===== src/rtl/count_capture_pkg.sv =====
// Shared types and sizing helpers for the timestamp capture block.
package count_capture_pkg;

    typedef logic [1:0] src_t;  // {cmp_hit, strobe_hit}

    function automatic int entry_w(input int wrapw, input int width);
        return wrapw + width + $bits(src_t);
    endfunction

endpackage


===== src/rtl/cap_fifo.sv =====
// Generic synchronous FIFO; pointers carry an extra MSB so full and empty differ.
module cap_fifo #(
    parameter int W     = 8,
    parameter int DEPTH = 4,
    localparam int AW   = $clog2(DEPTH),
    localparam int LW   = $clog2(DEPTH + 1)
) (
    input  logic          clk,
    input  logic          rst,
    input  logic          push,
    input  logic [W-1:0]  din,
    input  logic          pop,
    output logic [W-1:0]  dout,
    output logic          full,
    output logic          empty,
    output logic [LW-1:0] level
);

    logic [W-1:0] mem [DEPTH];
    logic [AW:0]  wptr, rptr;
    logic         do_push, do_pop;

    assign level = LW'(wptr - rptr);
    assign empty = (wptr == rptr);
    assign full  = (level == LW'(DEPTH));
    assign dout  = mem[rptr[AW-1:0]];

    // A push into a full FIFO lands in the slot the head is leaving this cycle.
    assign do_pop  = pop && !empty;
    assign do_push = push && (!full || do_pop);

    always_ff @(posedge clk) begin
        if (rst) begin
            wptr <= '0;
            rptr <= '0;
        end else begin
            if (do_push) wptr <= wptr + 1'b1;
            if (do_pop)  rptr <= rptr + 1'b1;
        end
    end

    always_ff @(posedge clk) begin
        if (do_push && !rst) mem[wptr[AW-1:0]] <= din;
    end

endmodule


===== src/rtl/count_capture.sv =====
// Captures {wrap count, counter value} on a strobe or compare match and queues
// the timestamps for a valid/ready consumer.
module count_capture
    import count_capture_pkg::*;
#(
    parameter int WIDTH = 16,
    parameter int WRAPW = 8,
    parameter int DEPTH = 4,
    localparam int LW   = $clog2(DEPTH + 1)
) (
    input  logic                   clk,
    input  logic                   rst,
    input  logic [WIDTH-1:0]       value,
    input  logic                   capture,
    input  logic                   cmp_en,
    input  logic [WIDTH-1:0]       cmp_val,
    output logic                   out_valid,
    input  logic                   out_ready,
    output logic [WRAPW+WIDTH-1:0] out_data,
    output src_t                   out_src,
    output logic [LW-1:0]          level,
    output logic                   overflow,
    input  logic                   clr_ovf
);

    localparam int EW = entry_w(WRAPW, WIDTH);

    logic [WIDTH-1:0] prev;
    logic             prev_vld;
    logic [WRAPW-1:0] wrap_cnt, wrap_cnt_next;
    logic             match_d;
    logic             wrap, eq, hit_c, ev, pop, drop, full, empty;
    src_t             src;
    logic [EW-1:0]    entry, head;

    // Only a clean all-ones to zero step counts; reloads are ignored.
    assign wrap          = prev_vld && (prev == '1) && (value == '0);
    assign wrap_cnt_next = wrap_cnt + WRAPW'(wrap);

    assign eq    = (value == cmp_val);
    assign hit_c = cmp_en && eq && !match_d;
    assign src   = {hit_c, capture};
    assign ev    = |src;
    assign entry = {wrap_cnt_next, value, src};

    assign pop  = out_valid && out_ready;
    assign drop = ev && full && !pop;

    cap_fifo #(.W(EW), .DEPTH(DEPTH)) u_fifo (
        .clk   (clk),
        .rst   (rst),
        .push  (ev && !rst),
        .din   (entry),
        .pop   (pop),
        .dout  (head),
        .full  (full),
        .empty (empty),
        .level (level)
    );

    assign out_valid = !empty;
    assign out_data  = head[EW-1:$bits(src_t)];
    assign out_src   = head[$bits(src_t)-1:0];

    always_ff @(posedge clk) begin
        if (rst) begin
            prev     <= '0;
            prev_vld <= 1'b0;
            wrap_cnt <= '0;
            match_d  <= 1'b0;
            overflow <= 1'b0;
        end else begin
            prev     <= value;
            prev_vld <= 1'b1;
            wrap_cnt <= wrap_cnt_next;
            match_d  <= eq;
            if (drop)         overflow <= 1'b1;
            else if (clr_ovf) overflow <= 1'b0;
        end
    end

endmodule


===== config.mk =====
export PLATFORM = sky130hd
export DESIGN_NAME = count_capture
export DESIGN_NICKNAME = d
export VERILOG_FILES = /design/src/rtl/count_capture_pkg.sv /design/src/rtl/cap_fifo.sv /design/src/rtl/count_capture.sv
export SDC_FILE = /design/constraint.sdc
export NUM_CORES = 1
export LEC_CHECK = 0
export CAP_MARGIN = 25
export CORE_MARGIN = 8
export CORE_UTILIZATION = 55
export DETAILED_ROUTE_END_ITERATION = 8
export DONT_BUFFER_PORTS = 1
export GPL_TIMING_DRIVEN = 1
export PLACE_DENSITY = 0.7
export REMOVE_ABC_BUFFERS = 1
export SYNTH_ARGS = -nofsm -noshare
export SYNTH_HDL_FRONTEND = slang
export SYNTH_SLANG_ARGS = --single-unit

===== constraint.sdc =====
create_clock -name clk -period 7.51 [get_ports clk]
set_input_delay 1.8775 -clock clk [delete_from_list [all_inputs] [get_ports clk]]
set_output_delay 1.8775 -clock clk [all_outputs]
set_load 0.1 [all_outputs]

==> results of run 1 <==
Yosys cell counts (2+ instances only):
cell / instances
xnor2_1: 5
nor4_1: 8
xor2_1: 21
nand2b_1: 2
and2_1: 9
a21oi_1: 3
nand2_1: 7
mux4_2: 26
buf_2: 2
inv_1: 9
nor3_1: 5
edfxtp_1: 104
nand4_1: 6
dfxtp_1: 35
nand3_1: 6
clkbuf_1: 7
nor2b_1: 18
nor2_1: 11
ha_1: 9
metrics by stage:
step | cell area [um2] | setup WS, ps | hold WS, ps | total power [mW] | instances
2_1_floorplan | 5280 | 1740 | 458 | 1.51 | 294
3_3_place_gp | 5510 | 2620 | 490 | 1.58 | 433
3_5_place_dp | 5540 | 2530 | 505 | 1.61 | 435
4_1_cts | 6060 | 3030 | 522 | 2.33 | 467
5_1_grt | 6080 | 2880 | 546 | 2.39 | 468
6_report | 6080 | 3050 | 519 | 2.32 | 468
path summary, 6_finish.rpt:
path	startpoint	endpoint	slack (ps)	depth (start not counted)
min reg2reg	u_fifo.wptr[2]$_SDFFE_PP0P_	u_fifo.wptr[2]$_SDFFE_PP0P_	520	2
max	value[8]	u_fifo.mem[1][10]$_DFFE_PP_	3050	7
max reg2reg	u_fifo.wptr[0]$_SDFFE_PP0P_	u_fifo.mem[1][10]$_DFFE_PP_	3860	8
min	u_fifo.wptr[2]$_SDFFE_PP0P_	u_fifo.wptr[2]$_SDFFE_PP0P_	520	2
registers in the layout, summed over array words and instances, names as in the netlist, named ones only:
signal and flops:
u_fifo.wptr 3, prev 16, u_fifo.mem 104, u_fifo.rptr 3, match_d 1, prev_vld 1, overflow 1, wrap_cnt 8
kinds of logic (layout without fill, tap and decap cells):
family	count (synthesis)	count (layout)	share of synthesized area, %
buf+inv	18	50	1.32
xor+xnor	26	26	4.28
fa+ha+maj	10	10	2.49
flops	139	139	71.9
mux	28	28	11.4
simple gates	75	75	7.79
compound gates	7	7	0.800
per-layer routing:
| metal | global-route usage [%] | part of all wire (%) |
|---|---|---|
| met3 | 6.59 | 7.5 |
| met1 | 18.0 | 39 |
| met2 | 26.3 | 51 |
| met4 | 7.45 | 1.9 |
| met5 | 0 | 0 |
layout by cell type (no fill, tap or decap), drive strengths merged, types with 6 or more instances in the layout:
cell type  netlist  final
mux4            26     26
nand2            7      7
clkinv           0      8
xor2            21     21
nand4            6      6
nand3            6      6
ha               9      9
nor2b           18     18
nor4             8      8
buf              2      9
nor2            11     11
edfxtp         104    104
dfxtp           35     35
clkbuf           7     22
inv              9      9
and2             9      9
worst reg2reg max path, stage by stage (launching register included):
cell	delay [ps]
dfxtp_1	380
inv_1	110
ha_1	200
fa_1	420
inv_1	640
nor3_1	310
nor3_1	300
and2_1	600
buf_4	360
area by class of cell:
class / count / area, um2 / area share [%]
Sequential cell: 139 / 3820 / 62.9
Clock buffer: 22 / 443 / 7.29
Inverter: 9 / 33.8 / 0.556
Tap cell: 133 / 166 / 2.74
Clock inverter: 10 / 76.3 / 1.26
Timing Repair Buffer: 9 / 96.3 / 1.59
Multi-Input combinational cell: 146 / 1440 / 23.7
power groups by stage:
stage                     Combinational (mW)  Sequential [mW]  Clock, mW
after CTS                              0.675            0.922      0.736
after global routing                   0.718            0.908      0.764
final                                  0.692            0.903      0.723
after detailed placement               0.675            0.938          0
after global placement                 0.644            0.936          0
after floorplan                        0.583            0.932          0
==> results_dict.tcl, run 1 <==
set metrics [dict create \
    status "finished clean" \
    synthToLayoutAreaGrowth_pct 14.3 \
    grt_pass1_vias 2747 \
    rsz0062_at_grt "no" \
    powerDensity_nw_per_um2 381 \
    end_kind "register" \
    coreArea_um2 9590 \
    cp_max_fo 15 \
    overflow 0 \
    fmax_ghz 0.224 \
    syn_inst 303 \
    report.final.hold_viol_count 0 \
    critPathArrivalTime_ps 4670 \
    fin_util_pct 63.4 \
    cpLargestDelayFamily "simple AND/OR/NAND/NOR gates" \
    switchingPower_uw 862 \
    row_count 36 \
    io_pins 69 \
    ant_nets 0 \
    ys_async_sr_fraction_pct 0 \
    yosys_warnings 0 \
    grt.total_usage_pct 16.1 \
    final.setup_skew_ps 8.18 \
    avgViaCountPerCell 5.57 \
    setup_tns_ps 0 \
    htreeDepth 4 \
    slew_headroom_pct 35.7 \
    cts_buffers 17 \
    combPwrFrac_pct 29.9 \
    grt_max_degree 31 \
    synth-main-ff-cell "edfxtp_1" \
    clockRootBuffer "clkbuf_8" \
    fin_nets 370 \
    drc 0 \
    critical_path_class "in2reg" \
    drv_slew 0 \
    max_stage_delay_ps 680 \
    crit_slowest_cell "nor4_1" \
    crit_chain "xor2_1 > nor4_1 > nand4_1 > o31a_1 > nor3_1 > and2_1 > buf_4" \
    cp-start-kind "primary input" \
    ir_worst_vdd_mv 0.273 \
    vias 2606 \
    seqPwrFrac_pct 39.0 \
    place_congestion 0.698 \
    period_share_pct 59.5 \
    clkTransAtPathRegs_ps 60 \
    num_antenna_cells 0 \
    clock_sinks 139 \
    cts_resized 0 \
    dr.pass1.iters 4 \
    maxCapViolCount 0 \
    drive_above_1_share_pct 19.4 \
    synth.top_cell.area_share_pct 58.7 \
    ys_types 29 \
    power.internal_mw 1.46 \
    synth.largest_area_cell "edfxtp_1" \
    yosysSeqAreaShare_pct 71.9 \
    die_w_um 114 \
    clockBufferDepth 2 \
    finalSetupViolCount 0 \
    drtIter0Drc 145 \
    min_path_type "reg2reg" \
    clockPowerShare_pct 31.2 \
    cts_tree "yes" \
    place_hpwl_um 6290 \
    routedWlPerCell_um 21.0 \
    synth_edf_count 104 \
    start_util_pct 55.4 \
    ctsHoldBuffers 0 \
    critPathRequiredTime_ps 7710 \
    post-cts-setup-buffer-count 0 \
    tightest_slew_ps 963 \
    port_buffers 0 \
    antenna_found_initial 0 \
    syn_area_um2 5320 \
    wl_um 9850 \
    p_leak_nw 2.08 \
    post-route-min-period_ps 4460 \
    worst-path-buf-inv 1 \
    die_area_um2 13100 \
    ys_ff_latch 139 \
    yosys-top-cells-area "edfxtp_1 (59%), dfxtp_1 (13%), mux4_2 (11%)" \
    clock_latency_ps 520 \
    switching_share_pct 37.2 \
    fillers 673 \
    die_y_um 114 \
    syn_avg_cell_area_um2 17.5 \
    grt_pass1_wl_um 15100 \
]
Note: power is estimated with default switching activity, not from simulation.
==> inputs of run 2 (changes only) <==
==> constraint.sdc (replaced) <==
create_clock -name clk -period 4.3 [get_ports clk]
set_input_delay 1.075 -clock clk [delete_from_list [all_inputs] [get_ports clk]]
set_output_delay 1.075 -clock clk [all_outputs]
set_load 0.1 [all_outputs]
==> run 2 against run 1 <==
  * Clock skew increased by 0.53 ps
  * Final cell count increased by 1.1%
  * Critical path depth decreased by 5
  * Flip-flop and latch count unchanged
  * Combinational power increased by 75%
  * Cell area increased by 2.3%
  * Via count increased by 0.61%
  * Clock power increased by 110%
  * Total power increased by 85%
==> results_dict.tcl, run 2 (synthesized netlist as in run 1, its figures left out) <==
set metrics [dict create \
    status "finished clean" \
    coreArea_um2 9590 \
    dr.pass1.iters 4 \
    post-cts-setup-buffer-count 0 \
    critPathArrivalTime_ps 2290 \
    gr-usage-met3_pct 5.85 \
    cts_buffers 17 \
    p_leak_nw 2.16 \
    place_hpwl_um 6560 \
    maxCapViolCount 0 \
    overflow 0 \
    setup_slack_ps 937 \
    placed_area_um2 5580 \
    cts_tree "yes" \
    fin_nets 375 \
    cp_max_fo 13 \
    port_buffers 0 \
    use_met1_pct 19.6 \
    finalSetupViolCount 0 \
    die_y_um 114 \
    avgViaCountPerCell 5.54 \
    crit_slowest_cell "mux4_2" \
    largest_register_ffs 104 \
    reg2reg_from "u_fifo.wptr[0]$_SDFFE_PP0P_" \
    die_area_um2 13100 \
    critical_path_class "reg2out" \
    min_path_type "reg2reg" \
    powerDensity_nw_per_um2 690 \
    htreeDepth 4 \
    setup_tns_ps 0 \
    clockRootBuffer "clkbuf_8" \
    slew_headroom_pct 35.4 \
    clock_sinks 139 \
    clockBufferDepth 2 \
    ant_nets 0 \
    grt.total_usage_pct 16.6 \
    routedWlPerCell_um 21.4 \
    die_w_um 114 \
    clkTransAtPathRegs_ps 60 \
    pre_cts_ws_ps 655 \
    antenna_found_initial 0 \
    clock_latency_ps 510 \
    worstReg2RegEnd "u_fifo.mem[1][4]$_DFFE_PP_" \
    period_share_pct 78.2 \
    rrSetupSlack_ps 1320 \
    use_met2_pct 27.3 \
    row_count 36 \
    ctsHoldBuffers 0 \
    drc 0 \
    drv_slew 0 \
    drive_above_1_share_pct 21.8 \
    report.final.hold_viol_count 0 \
    rsz0062_at_grt "no" \
    num_antenna_cells 0 \
    grt_max_degree 31 \
    critPathRequiredTime_ps 3220 \
    start_util_pct 55.4 \
    fin_util_pct 64.8 \
    grt_pass1_wl_um 15800 \
    top_usage_layer "met2" \
    synthToLayoutAreaGrowth_pct 16.9 \
    fillers 655 \
    vias 2622 \
    final.setup_skew_ps 8.72 \
    r2r_cells 9 \
    cp-start-kind "register" \
    grt_pass1_vias 2820 \
    final_common_cell "edfxtp_1" \
    fmax_ghz 0.297 \
    cts_resized 0 \
    end_kind "output pin" \
    max_stage_delay_ps 810 \
    tightest_slew_ps 968 \
    final_cell_area_um2 6220 \
    final_cell_mix "edfxtp_1 (104), dfxtp_1 (34), mux4_2 (26)" \
    place_congestion 0.758 \
    endpoint "out_data[21]" \
    io_pins 69 \
    ir_worst_vdd_mv 0.539 \
    post-route-min-period_ps 3360 \
    drtIter0Drc 183 \
    wl_um 10100 \
    crit_chain "buf_4 > mux4_2" \
]
-- run 2: changes by cell type in the layout (fill, tap and decap cells not counted), sizes merged --
| cell | delta |
|---|---|
| buf | +5 |
| clkinv | -5 |
| clkbuf | +2 |
| inv | +2 |
| bufinv | +1 |
-- run 2: stage by stage --
stage / hold WS (ps) / total power [mW] / std cells
global placement: 489 / 2.78 / 439
global route: 546 / 4.43 / 473
floorplan: 458 / 2.65 / 294
finish: 503 / 4.29 / 473
detailed placement: 493 / 2.84 / 441
CTS: 503 / 4.33 / 473
-- run 2: final cells by class --
| class | instances | area, um2 | area share [%] |
|---|---|---|---|
| sequential | 139 | 3820 | 61.5 |
| multi-input combinational | 146 | 1440 | 23.1 |
| clock buffer | 24 | 534 | 8.59 |
| tap | 133 | 166 | 2.68 |
| timing repair buffer | 14 | 121 | 1.95 |
| clock inverter | 8 | 98.8 | 1.59 |
| inverter | 9 | 33.8 | 0.543 |
-- run 2: worst min path at each step --
stage | end | start | depth (start not counted)
4_1_cts | u_fifo.wptr[2]$_SDFFE_PP0P_ | u_fifo.wptr[2]$_SDFFE_PP0P_ | 2
3_5_place_dp | u_fifo.wptr[2]$_SDFFE_PP0P_ | u_fifo.wptr[2]$_SDFFE_PP0P_ | 2
2_1_floorplan | u_fifo.wptr[2]$_SDFFE_PP0P_ | u_fifo.wptr[2]$_SDFFE_PP0P_ | 2
6_report | u_fifo.wptr[2]$_SDFFE_PP0P_ | u_fifo.wptr[2]$_SDFFE_PP0P_ | 2
3_3_place_gp | u_fifo.wptr[2]$_SDFFE_PP0P_ | u_fifo.wptr[2]$_SDFFE_PP0P_ | 2
5_1_grt | u_fifo.wptr[2]$_SDFFE_PP0P_ | u_fifo.wptr[2]$_SDFFE_PP0P_ | 2
-- run 2: metal layers --
layer	wire (um)	up-vias
met5	0	-
met3	654	9
li1	-	1210
met2	5300	65
met1	4060	1338
met4	112	0
-- run 2: power breakdown --
part | leakage (nW) | internal (mW) | switching [mW] | total (mW)
registers | 1.25 | 1.53 | 0.0576 | 1.59
logic | 0.594 | 0.251 | 0.958 | 1.21
clock network | 0.313 | 0.975 | 0.517 | 1.49
total | 2.16 | 2.76 | 1.53 | 4.29
-- run 2: worst max-delay path: cells and delay by family, from the launching register on --
family / cells / cell delay, ps
DFF: 1 / 650
buffers and inverters: 1 / 310
muxes: 1 / 810
==> variant 1 (settings of run 2) <==
Change the parameter `WIDTH` from 16 to 18.
--- a/src/rtl/count_capture.sv
+++ b/src/rtl/count_capture.sv
@@ -3,7 +3,7 @@
 module count_capture
     import count_capture_pkg::*;
 #(
-    parameter int WIDTH = 16,
+    parameter int WIDTH = 18,
     parameter int WRAPW = 8,
     parameter int DEPTH = 4,
     localparam int LW   = $clog2(DEPTH + 1)
Ports: changed (resized cmp_val, out_data and value); port bits go from 69 to 75. No check against the original RTL was run, so the function may have changed too.
==> variant 1 against run 2 <==
Wire length grew 6.9%; synthesized cell count grew 6.9%; fmax shrank 1.4%; register-to-register slack gained 0.05 ns; sequential power grew 8%; synthesized area grew 8.1%; global-route usage shrank 0.42 points; sequential share of layout area grew 0.99 points; first-iteration DRC count shrank 14%; total power grew 4.7%; worst setup slack lost 0.048 ns; sequential cell count grew 10; final area grew 5.6%; largest cell class unchanged; largest power group unchanged.
==> variant 1: results <==
[run_status]
outcome = "complete, no violations"

[timing]
worst_slew_margin_rel_pct = 33.9
clock-skew-final_ns = 0.00622

[synth]
yosysUniqueCellTypes = 34
synthTopCellsByCount = "edfxtp_1, dfxtp_1, mux4_2"
synth-xor-area-share_pct = 4.27
yosys-top-cells-area = "edfxtp_1, dfxtp_1, mux4_2, xnor2_1, nor2b_1"
synth_compound_area_share_pct = 1.04
synth_adder_area_share_pct = 2.31
synth_edf_count = 112
synthMuxAreaShare_pct = 11.6
avgSynthCellArea_um2 = 17.7
synth-seq-area-share_pct = 71.4

[place]
dpl.cell_count = 464
dpl.hpwl_um = 7190
gp_congestion = 0.743
port-buffer-count = 0

[routing]
drt-wirelength-per-cell_um = 21.9
vias = 2808
drt-initial-drc-count = 157
wl_um = 10800

[power_and_ir_drop]
ir_worst_vdd_v = 0.000562
p_leak_nw = 2.22

[cells_and_area]
largest_reg_flops = 112
nets = 399
fillerInstances = 719
drive_gt1_share_pct = 20.6

[global_routing]
grt_pass1_vias = 2985
track_usage_pct = 16.2
antenna_found_initial = 1
grt_pass1_wl_um = 17100

[clocking]
post_cts_resized = 0
cts_made_buffers = 17

[setup_path]
worst_ep_arrival_time_ns = 2.34
crit_fanout = 13
max_stage_delay_ns = 0.82
==> variant 1: cells by family (layout without fill, tap and decap cells) <==
group / Yosys count / in the layout
adder cells (fa/ha/maj): 10 / 10
multiplexers: 31 / 31
AND/OR/NAND/NOR: 81 / 81
AO/OA/AOI/OAI: 7 / 7
flip-flops: 149 / 149
buffers and inverters: 18 / 53
XOR/XNOR: 28 / 28
==> variant 1: final timing paths <==
kind / startpoint / to / cells after the start / slack, ns
worst max-delay path: flip-flop / out_data[7] / 2 / 0.89
worst min-delay path: u_fifo.rptr[2]$_SDFFE_PP0P_ / u_fifo.rptr[2]$_SDFFE_PP0P_ / 2 / 0.54
worst max register to register: u_fifo.wptr[0]$_SDFFE_PP0P_ / u_fifo.mem[3][17]$_DFFE_PP_ / 8 / 1.37
worst min register to register: u_fifo.rptr[2]$_SDFFE_PP0P_ / u_fifo.rptr[2]$_SDFFE_PP0P_ / 2 / 0.54
==> variant 1: stage by stage <==
| step | instance area (um^2) | utilization, % | worst slack, ns |
|---|---|---|---|
| global route | 6570 | 64.2 | 0.739 |
| CTS | 6570 | 64.2 | 0.807 |
| finish | 6570 | 64.2 | 0.889 |
| detailed placement | 6030 | 59.0 | 0.660 |
| global placement | 6000 | 58.7 | 0.690 |
| floorplan | 5710 | - | 0.591 |
==> variant 1: power breakdown <==
| group | total, mW | switching (mW) | internal (mW) |
|---|---|---|---|
| clock | 1.34 | 0.525 | 0.811 |
| combinational | 1.45 | 1.13 | 0.313 |
| sequential | 1.71 | 0.0650 | 1.64 |
| total | 4.49 | 1.72 | 2.77 |
==> variant 1: layer usage <==
layer,wire [um],global-route usage (%)
met1,4690,19.2
met2,5340,26.1
met3,636,6.19
met4,152,6.73
met5,10,0
==> variant 1: worst register-to-register path: stages, from the launching register on <==
cell	delay (ns)
dfxtp_1	0.39
inv_1	0.12
ha_1	0.21
fa_1	0.45
or3_4	0.43
a211oi_4	0.36
a211oi_1	0.13
and2_1	0.33
buf_4	0.26
==> variant 1: area by class of cell <==
class / count / area (um^2) / share of cell area (%)
flip-flops and latches: 149 / 4110 / 62.5
well taps: 136 / 170 / 2.59
inverters: 8 / 30.0 / 0.457
multi-input cells: 157 / 1580 / 24.1
clock inverters: 12 / 114 / 1.73
repair buffers: 14 / 146 / 2.23
clock buffers: 19 / 422 / 6.42
==> variant 2 (config.mk and constraints of run 2) <==
Made on the original files. Make the reset (`rst`) asynchronous in 2 clocked blocks.
--- a/src/rtl/cap_fifo.sv
+++ b/src/rtl/cap_fifo.sv
@@ -29,7 +29,7 @@
     assign do_pop  = pop && !empty;
     assign do_push = push && (!full || do_pop);
 
-    always_ff @(posedge clk) begin
+    always_ff @(posedge clk or posedge rst) begin
         if (rst) begin
             wptr <= '0;
             rptr <= '0;
--- a/src/rtl/count_capture.sv
+++ b/src/rtl/count_capture.sv
@@ -62,7 +62,7 @@
     assign out_data  = head[EW-1:$bits(src_t)];
     assign out_src   = head[$bits(src_t)-1:0];
 
-    always_ff @(posedge clk) begin
+    always_ff @(posedge clk or posedge rst) begin
         if (rst) begin
             prev     <= '0;
             prev_vld <= 1'b0;
Behaviour: differs if rst is asserted again (counterexample within 4 cycles, from zero or initial values and one cycle with rst high); with rst held inactive, the same outputs for 10 cycles.
==> variant 2 against run 2 <==
Synthesized area is 1.6% higher; wire length shrank 0.21%; non-clock buffer count down 4; worst setup slack improved by 0.0066 ns; sequential cell count down 2; critical path depth increased by 3; final area increased by 0.54%; die area increased by 1.4%; final cell count decreased by 4.7%; synthesized cell count is 6.6% lower; highest routed layer unchanged.
Power is not shown: default switching activity piles up to over one toggle a cycle in this logic, so the estimate is an artifact.
==> variant 2: results <==
[run_status]
outcome = "complete, no violations"

[synth]
synthTopCellsByCount = "edfxtp_1, dfrtp_1, mux4_2"
postSynth.asyncResetShare_pct = 24.1
synth-seq-area-share_pct = 73.1
yosysUniqueCellTypes = 38

[setup_path]
cp_slowest_cell = "fa_1"
crit_path_end = "level[2]"
crit_family = "adder cells"
crit_fanout = 6
max_stage_delay_ns = 0.48
rr_endpoint = "u_fifo.mem[2][21]$_DFFE_PP_"

[timing]
clock-skew-final_ns = 0.00919
worst_pin_slew_ns = 0.910

[place]
gp_congestion = 0.732

[hold_path]
min_path_cells = 1

[routing]
wl_um = 10100
dr_wl_met2_um = 5210
wl_met1_um = 4260
avgViaCountPerCell = 5.71
drt-initial-drc-count = 147

[global_routing]
grt.met3_usage_pct = 5.57
grt_pass1_vias = 2749
use_met2_pct = 26.6
grt_pass1_wl_um = 15900
track_usage_pct = 16.7

[cells_and_area]
nets = 353
drive_gt1_share_pct = 24.5
variant 2: changes by cell type after synthesis, sizes merged, moves of 5 or more:
cell	delta
and2	-8
dfrtp	+33
dfxtp	-35
nand4	+5
nor2b	-17
xnor2	+19
xor2	-19
variant 2: metrics by stage:
step           util (%)  cell area [um^2]  hold slack (ns)  setup WS, ns
2_1_floorplan         -              5370            0.483        -0.164
5_1_grt            64.8              6250            0.567         0.839
3_5_place_dp       58.7              5660            0.543         0.835
6_report           64.8              6250            0.555         0.943
3_3_place_gp       58.7              5660            0.509         0.830
4_1_cts            64.8              6250            0.557         0.904
variant 2: area by class of cell:
type	count	area share [%]
clock inverters	13	2.66
clock buffers	19	6.75
flip-flops and latches	137	63.2
multi-input cells	131	22.5
inverters	8	0.480
repair buffers	10	1.80
well taps	133	2.66
variant 2: worst min-delay path by stage:
stage	to	slack, ns	startpoint
2_1_floorplan	wrap_cnt[7]$_DFF_PP0_	0.48	wrap_cnt[7]$_DFF_PP0_
3_3_place_gp	wrap_cnt[7]$_DFF_PP0_	0.51	wrap_cnt[7]$_DFF_PP0_
4_1_cts	wrap_cnt[7]$_DFF_PP0_	0.56	wrap_cnt[7]$_DFF_PP0_
3_5_place_dp	wrap_cnt[7]$_DFF_PP0_	0.54	wrap_cnt[7]$_DFF_PP0_
6_report	wrap_cnt[7]$_DFF_PP0_	0.55	wrap_cnt[7]$_DFF_PP0_
5_1_grt	prev[7]$_DFF_PP0_	0.57	value[7]
variant 2: cell families (layout without fill, tap and decap cells):
family,count (synthesis),after routing,share of synthesized area [%]
flops,137,137,73.1
compound gates,11,11,1.81
simple gates,56,56,5.93
fa+ha+maj,10,10,2.45
other cells,1,1,0.0694
mux,27,27,11.0
buf+inv,15,50,1.25
xor+xnor,26,26,4.35
